--- src/rtl/rv32im_decode.sv ---
// RV32IM decode stage: register file with write-through bypass, instruction
// type/immediate decode, load-use hazard detection and the ID/EX register.
module rv32im_decode #(
    parameter logic [31:0] NOP_INSTR = 32'h00000013
) (
    input  logic        clk,
    input  logic        RESET,
    input  logic [31:0] IF_ID_IR,
    input  logic [31:0] IF_PC,
    input  logic        IF_TAKEN_BRANCH,
    input  logic        IF_valid,
    input  logic        STALL,
    input  logic        wb_en,
    input  logic [4:0]  wb_rd,
    input  logic [31:0] wb_data,
    output logic        HALTED,
    output logic        ID_EX_valid,
    output logic [31:0] ID_EX_IR,
    output logic [31:0] ID_EX_PC,
    output logic        ID_EX_pred,
    output logic [31:0] ID_EX_A,
    output logic [31:0] ID_EX_B,
    output logic [31:0] ID_EX_IMM,
    output logic [4:0]  ID_EX_rs1,
    output logic [4:0]  ID_EX_rs2,
    output logic [4:0]  ID_EX_rd,
    output logic [2:0]  ID_EX_type,
    output logic        ID_EX_mem_read,
    output logic        ID_EX_mem_write,
    output logic        ID_EX_reg_write,
    output logic        ID_EX_muldiv,
    output logic        ID_EX_illegal
);

    localparam logic [2:0] T_R = 3'd0, T_I = 3'd1, T_S = 3'd2, T_B = 3'd3,
                           T_U = 3'd4, T_J = 3'd5, T_ILL = 3'd7;

    localparam logic [6:0] OP_REG  = 7'b0110011, OP_IMM  = 7'b0010011,
                           OP_LOAD = 7'b0000011, OP_JALR = 7'b1100111,
                           OP_STORE= 7'b0100011, OP_BR   = 7'b1100011,
                           OP_LUI  = 7'b0110111, OP_AUIPC= 7'b0010111,
                           OP_JAL  = 7'b1101111;

    typedef struct packed {
        logic        valid;
        logic [31:0] ir;
        logic [31:0] pc;
        logic        pred;
        logic [31:0] a;
        logic [31:0] b;
        logic [31:0] imm;
        logic [4:0]  rs1;
        logic [4:0]  rs2;
        logic [4:0]  rd;
        logic [2:0]  typ;
        logic        mem_read;
        logic        mem_write;
        logic        reg_write;
        logic        muldiv;
        logic        illegal;
    } id_ex_t;

    // Bubble: everything zero except the encoding, which reads as a NOP.
    localparam id_ex_t BUBBLE = '{ir: NOP_INSTR, default: '0};

    logic [31:0] regs [0:31];
    id_ex_t      q, d;
    logic [6:0]  opcode;
    logic        use1, use2, rd_ok;

    assign opcode = IF_ID_IR[6:0];

    // Register file: x0 is never written; reset clears every entry.
    always_ff @(posedge clk) begin
        if (RESET) begin
            for (int i = 0; i < 32; i++) regs[i] <= '0;
        end else if (wb_en && wb_rd != 5'd0) begin
            regs[wb_rd] <= wb_data;
        end
    end

    // Decode IF_ID_IR into the next ID/EX contents.
    always_comb begin
        d        = '0;
        use1     = 1'b0;
        use2     = 1'b0;
        rd_ok    = 1'b0;
        d.valid  = 1'b1;
        d.ir     = IF_ID_IR;
        d.pc     = IF_PC;
        unique case (opcode)
            OP_REG:                    begin d.typ = T_R; use1 = 1'b1; use2 = 1'b1; rd_ok = 1'b1; end
            OP_IMM, OP_LOAD, OP_JALR:  begin d.typ = T_I; use1 = 1'b1; rd_ok = 1'b1; end
            OP_STORE:                  begin d.typ = T_S; use1 = 1'b1; use2 = 1'b1; end
            OP_BR:                     begin d.typ = T_B; use1 = 1'b1; use2 = 1'b1; end
            OP_LUI, OP_AUIPC:          begin d.typ = T_U; rd_ok = 1'b1; end
            OP_JAL:                    begin d.typ = T_J; rd_ok = 1'b1; end
            default:                   d.typ = T_ILL;
        endcase
        unique case (d.typ)
            T_I:     d.imm = {{20{IF_ID_IR[31]}}, IF_ID_IR[31:20]};
            T_S:     d.imm = {{20{IF_ID_IR[31]}}, IF_ID_IR[31:25], IF_ID_IR[11:7]};
            T_B:     d.imm = {{19{IF_ID_IR[31]}}, IF_ID_IR[31], IF_ID_IR[7],
                              IF_ID_IR[30:25], IF_ID_IR[11:8], 1'b0};
            T_U:     d.imm = {IF_ID_IR[31:12], 12'b0};
            T_J:     d.imm = {{11{IF_ID_IR[31]}}, IF_ID_IR[31], IF_ID_IR[19:12],
                              IF_ID_IR[20], IF_ID_IR[30:21], 1'b0};
            default: d.imm = '0;
        endcase
        // Register indices are reported only where the format actually uses them,
        // so an unused field can never match a hazard or show a stale operand.
        d.rs1       = use1  ? IF_ID_IR[19:15] : 5'd0;
        d.rs2       = use2  ? IF_ID_IR[24:20] : 5'd0;
        d.rd        = rd_ok ? IF_ID_IR[11:7]  : 5'd0;
        d.a         = (d.rs1 == 5'd0) ? 32'd0 :
                      (wb_en && wb_rd == d.rs1) ? wb_data : regs[d.rs1];
        d.b         = (d.rs2 == 5'd0) ? 32'd0 :
                      (wb_en && wb_rd == d.rs2) ? wb_data : regs[d.rs2];
        d.mem_read  = (opcode == OP_LOAD);
        d.mem_write = (d.typ == T_S);
        d.reg_write = rd_ok && (d.rd != 5'd0);
        d.muldiv    = (opcode == OP_REG) && (IF_ID_IR[31:25] == 7'b0000001);
        d.illegal   = (d.typ == T_ILL);
        d.pred      = (d.typ == T_B || d.typ == T_J) ? IF_TAKEN_BRANCH : 1'b0;
    end

    // Load-use hazard: the load in ID/EX writes a register this instruction reads.
    always_comb begin
        HALTED = !STALL && IF_valid && q.valid && q.mem_read && (q.rd != 5'd0) &&
                 ((d.rs1 == q.rd) || (d.rs2 == q.rd));
    end

    // ID/EX register: reset, flush, hazard and empty fetch all insert a bubble.
    always_ff @(posedge clk) begin
        if (RESET)                             q <= BUBBLE;
        else if (STALL || HALTED || !IF_valid) q <= BUBBLE;
        else                                   q <= d;
    end

    assign ID_EX_valid     = q.valid;
    assign ID_EX_IR        = q.ir;
    assign ID_EX_PC        = q.pc;
    assign ID_EX_pred      = q.pred;
    assign ID_EX_A         = q.a;
    assign ID_EX_B         = q.b;
    assign ID_EX_IMM       = q.imm;
    assign ID_EX_rs1       = q.rs1;
    assign ID_EX_rs2       = q.rs2;
    assign ID_EX_rd        = q.rd;
    assign ID_EX_type      = q.typ;
    assign ID_EX_mem_read  = q.mem_read;
    assign ID_EX_mem_write = q.mem_write;
    assign ID_EX_reg_write = q.reg_write;
    assign ID_EX_muldiv    = q.muldiv;
    assign ID_EX_illegal   = q.illegal;

endmodule

--- config.mk ---
export PLATFORM = sky130hd
export DESIGN_NAME = rv32im_decode
export DESIGN_NICKNAME = d
export VERILOG_FILES = /design/src/rtl/rv32im_decode.sv
export SDC_FILE = /design/constraint.sdc
export NUM_CORES = 2
export LEC_CHECK = 0
export ABC_CLOCK_PERIOD_IN_PS = 4300
export CAP_MARGIN = 20
export CELL_PAD_IN_SITES_DETAIL_PLACEMENT = 1
export CELL_PAD_IN_SITES_GLOBAL_PLACEMENT = 2
export CORE_UTILIZATION = 30
export DETAILED_ROUTE_END_ITERATION = 12
export GPL_TIMING_DRIVEN = 0
export PLACE_DENSITY = 0.63
export SLEW_MARGIN = 30
export SYNTH_ARGS = -nofsm -noshare
export SYNTH_HDL_FRONTEND = slang
export SYNTH_SLANG_ARGS = --single-unit
--- constraint.sdc ---
create_clock -name clk -period 4.3 [get_ports clk]
set_input_delay 1.075 -clock clk [delete_from_list [all_inputs] [get_ports clk]]
set_output_delay 1.075 -clock clk [all_outputs]
set_load 0.03 [all_outputs]
==> flow_metrics.tcl <==
set metrics [dict create \
    wirelength_um 548000 \
    avgViaCountPerCell 6.61 \
    synth_edf_count 1024 \
    final_util_pct 39.0 \
    pwr-share-clk_pct 41.7 \
    htree_num_levels 4 \
    core_um2 208000 \
    seq_area_um2 34500 \
    track_usage_pct 50.6 \
    finalHoldViolations 0 \
    clockBufferDepth 3 \
    antenna_found_initial 131 \
    instances_no_fill 9257 \
    mostFrequentLayoutCells "and2_1 (1052), edfxtp_1 (1024), nor2_1 (338)" \
    dr.pass1.iters 10 \
    drt_iter0_markers 10800 \
    multi_input_area_um2 28200 \
    period_minus_slack_ns 4.74 \
    cts_hold_buf 0 \
    synth_top_cell_area_share_pct 48.8 \
    p_per_area_nw_per_um2 393 \
    synth_top_area_cell "edfxtp_1" \
    worstPathMaxFanout 11 \
    path_class "input pin to flip-flop" \
    r2r_start "ID_EX_rd[1]$_SDFF_PP0_" \
    p_int_w 0.0220 \
    grt_overflow 0 \
    areaGrowthSynthToFinish_pct 28.5 \
    r2r_slack_ns 0.33 \
    power_frac_seq_pct 43.1 \
    hp-class "input pin to flip-flop" \
    ant_nets 0 \
    fill_cells 22200 \
    crit_slowest_cell "a221oi_2" \
    pin_count 293 \
    yosysSeqAreaShare_pct 54.6 \
    grt_pass1_vias 56200 \
    critPathRequiredTime_ns 4.98 \
    hold_path_startpoint "IF_ID_IR[0]" \
    ir_drop_mv 0.449 \
    violations "setup timing" \
    mostFrequentLayoutCell "and2_1" \
    die_area_um2 212000 \
    synth_ff_type "edfxtp_1" \
    avgSynthCellArea_um2 11.3 \
    grt_setup_unrepaired "true" \
    fin_nets 6375 \
    die_x_um 460 \
    gp_congestion 1.08 \
    tightest_slew_ns 1.20 \
    synth.distinct_cells 90 \
    post-place-cells 8884 \
    crit_chain "clkdlybuf4s50_1, inv_1, clkbuf_2, clkbuf_4, o221ai_1, a221oi_2, nor4_2" \
    setup_violations 317 \
    crit_path_start_kind "input pin" \
    num_vias 61200 \
    ys_top_cells_by_area "edfxtp_1 (49%), and2_1 (10%), dfxtp_1 (5.9%)" \
    grt_pass1_wl_um 669000 \
    dieHeight_um 460 \
    dp_hpwl_um 418000 \
    cap_violations 0 \
    port_buffers 283 \
    clk_pin_slew_ns 0.05 \
    yosys_warnings 0 \
    sw_frac_of_total_pct 31.0 \
    clkLatencyLatePin_ns 0.87 \
    p_leak_nw 29.0 \
    report.final.slew_viol_count 0 \
    synth-seq-cells 1209 \
    cts_root_buf "clkbuf_16" \
    worst_path_largest_cell_delay_ns 0.86 \
    cts_buffers 151 \
    finalWorstSetupSlack_ns -0.435 \
    num_rows 167 \
    cts_tree "built" \
    max_freq_mhz 211 \
    hold-worst-slack_ns 0.507 \
    grt_start_max_net_pins 33 \
    netlist_area_um2 63000 \
    critPathLaunch "IF_ID_IR[17]" \
    cts_sinks 1209 \
    fin_crit_sh_pct 110 \
    p_sw_w 0.00988 \
    setup.worst_path.end_class "flip-flop" \
    status "complete, but fails checks" \
    async_flop_share_pct 0 \
    drive_gt1_share_pct 21.9 \
    wl_per_cell_um 59.2 \
    finalClockSkew_ns 0.0186 \
    drc_errors 0 \
    initial_core_util_pct 30.3 \
    p_comb_share_pct 15.3 \
    synth_cells 5601 \
    fin_tns_setup_ns -37.32 \
    slew_headroom_pct 20.2 \
    worstPathArrival_ns 5.41 \
]
synthesized netlist by cell type, types with 13 or more instances:
library cell  number
and2_1          1052
buf_1             36
a31oi_1           71
a221oi_1          47
a21oi_1          323
inv_1             46
nor3_1            61
or2_2             35
nor2b_1           31
nand3b_1          15
clkbuf_1         423
o211ai_1          32
o221ai_1          95
o21ai_0          202
and3_1            58
nand4_1           26
mux2_2           192
nor2_1           351
a32o_1            13
o22ai_1           74
buf_2            119
dfxtp_1          185
a221o_1           48
a211oi_1          89
o2111ai_1         18
a22oi_1           31
mux4_2            86
a222oi_1          56
nand3_1           72
mux2i_1          268
nand2b_1          14
edfxtp_1        1024
nor4_1            31
nand2_1          220
worst paths after layout:
| path | end | cells after the start |
|---|---|---|
| worst max-delay path | ID_EX_A[17]$_SDFF_PP0_ | 7 |
| worst min-delay path | ID_EX_IR[0]$_SDFF_PP1_ | 2 |
| worst max register to register | ID_EX_B[29]$_SDFF_PP0_ | 13 |
| worst min register to register | ID_EX_A[1]$_SDFF_PP0_ | 4 |
cells by family (layout without fill, tap and decap cells):
kind of cell              after synthesis  count (layout)  synth area share [%]
buffers and inverters                 637            1396                  4.11
xor gates and xnor gates               10              10                 0.139
other                                   1             109               0.00595
DFF                                  1209            1209                  54.6
AOI/OAI and AO/OA                    1201            1201                  12.9
muxes                                 546             546                  10.8
and+or+nand+nor                      1997            1998                  17.4
power groups by stage:
stage | sequential, W | clock [W] | combinational (W)
floorplan | 0.0137 | 0 | 0.00150
global placement | 0.0139 | 0 | 0.00401
detailed placement | 0.0139 | 0 | 0.00432
CTS | 0.0137 | 0.0132 | 0.00449
global route | 0.0138 | 0.0136 | 0.00466
finish | 0.0137 | 0.0133 | 0.00487
state kept, by name, summed over array words and instances (netlist names):
name,flops
regs,1024
ID_EX_A,32
ID_EX_B,32
ID_EX_IMM,32
ID_EX_IR,32
ID_EX_PC,32
ID_EX_rd,5
ID_EX_rs1,5
ID_EX_rs2,5
ID_EX_type,3
ID_EX_illegal,1
ID_EX_mem_read,1
ID_EX_mem_write,1
ID_EX_muldiv,1
ID_EX_pred,1
ID_EX_reg_write,1
ID_EX_valid,1
stage by stage:
stage,setup slack [ns],total power (W),area (um^2)
2_1_floorplan,0.633,0.0152,63200
3_3_place_gp,-5.20,0.0179,69500
3_5_place_dp,-3.23,0.0182,73600
4_1_cts,-0.0216,0.0314,80500
5_1_grt,-0.0690,0.0320,80800
6_report,-0.435,0.0319,81000
final cells by class:
class | instances | area share, %
Antenna cell | 77 | 0.238
Buffer | 582 | 4.16
Clock buffer | 208 | 5.31
Clock inverter | 69 | 0.834
Inverter | 48 | 0.224
Multi-Input combinational cell | 3787 | 34.9
Sequential cell | 1209 | 42.5
Tap cell | 2788 | 4.31
Timing Repair Buffer | 489 | 7.56
layer usage:
layer	GRT usage, %	wire length (um)
met3	23.7	74500
met2	68.6	214000
met4	45.3	59200
met5	0.0459	413
met1	59.1	200000
critical path: cells and delay by family:
family | cells | cell delay, ns
AND/OR/NAND/NOR | 1 | 0.21
AO/OA/AOI/OAI | 2 | 1.17
buffers and inverters | 4 | 2.90
timing repair:
action / CTS / global route
pin swaps: 16 / 10
gates cloned: 0 / 1
setup buffers: 23 / 2
resized for setup: 410 / 66
endpoints found under the setup margin: 284 / 253
Note: power is estimated with default switching activity, not from simulation.
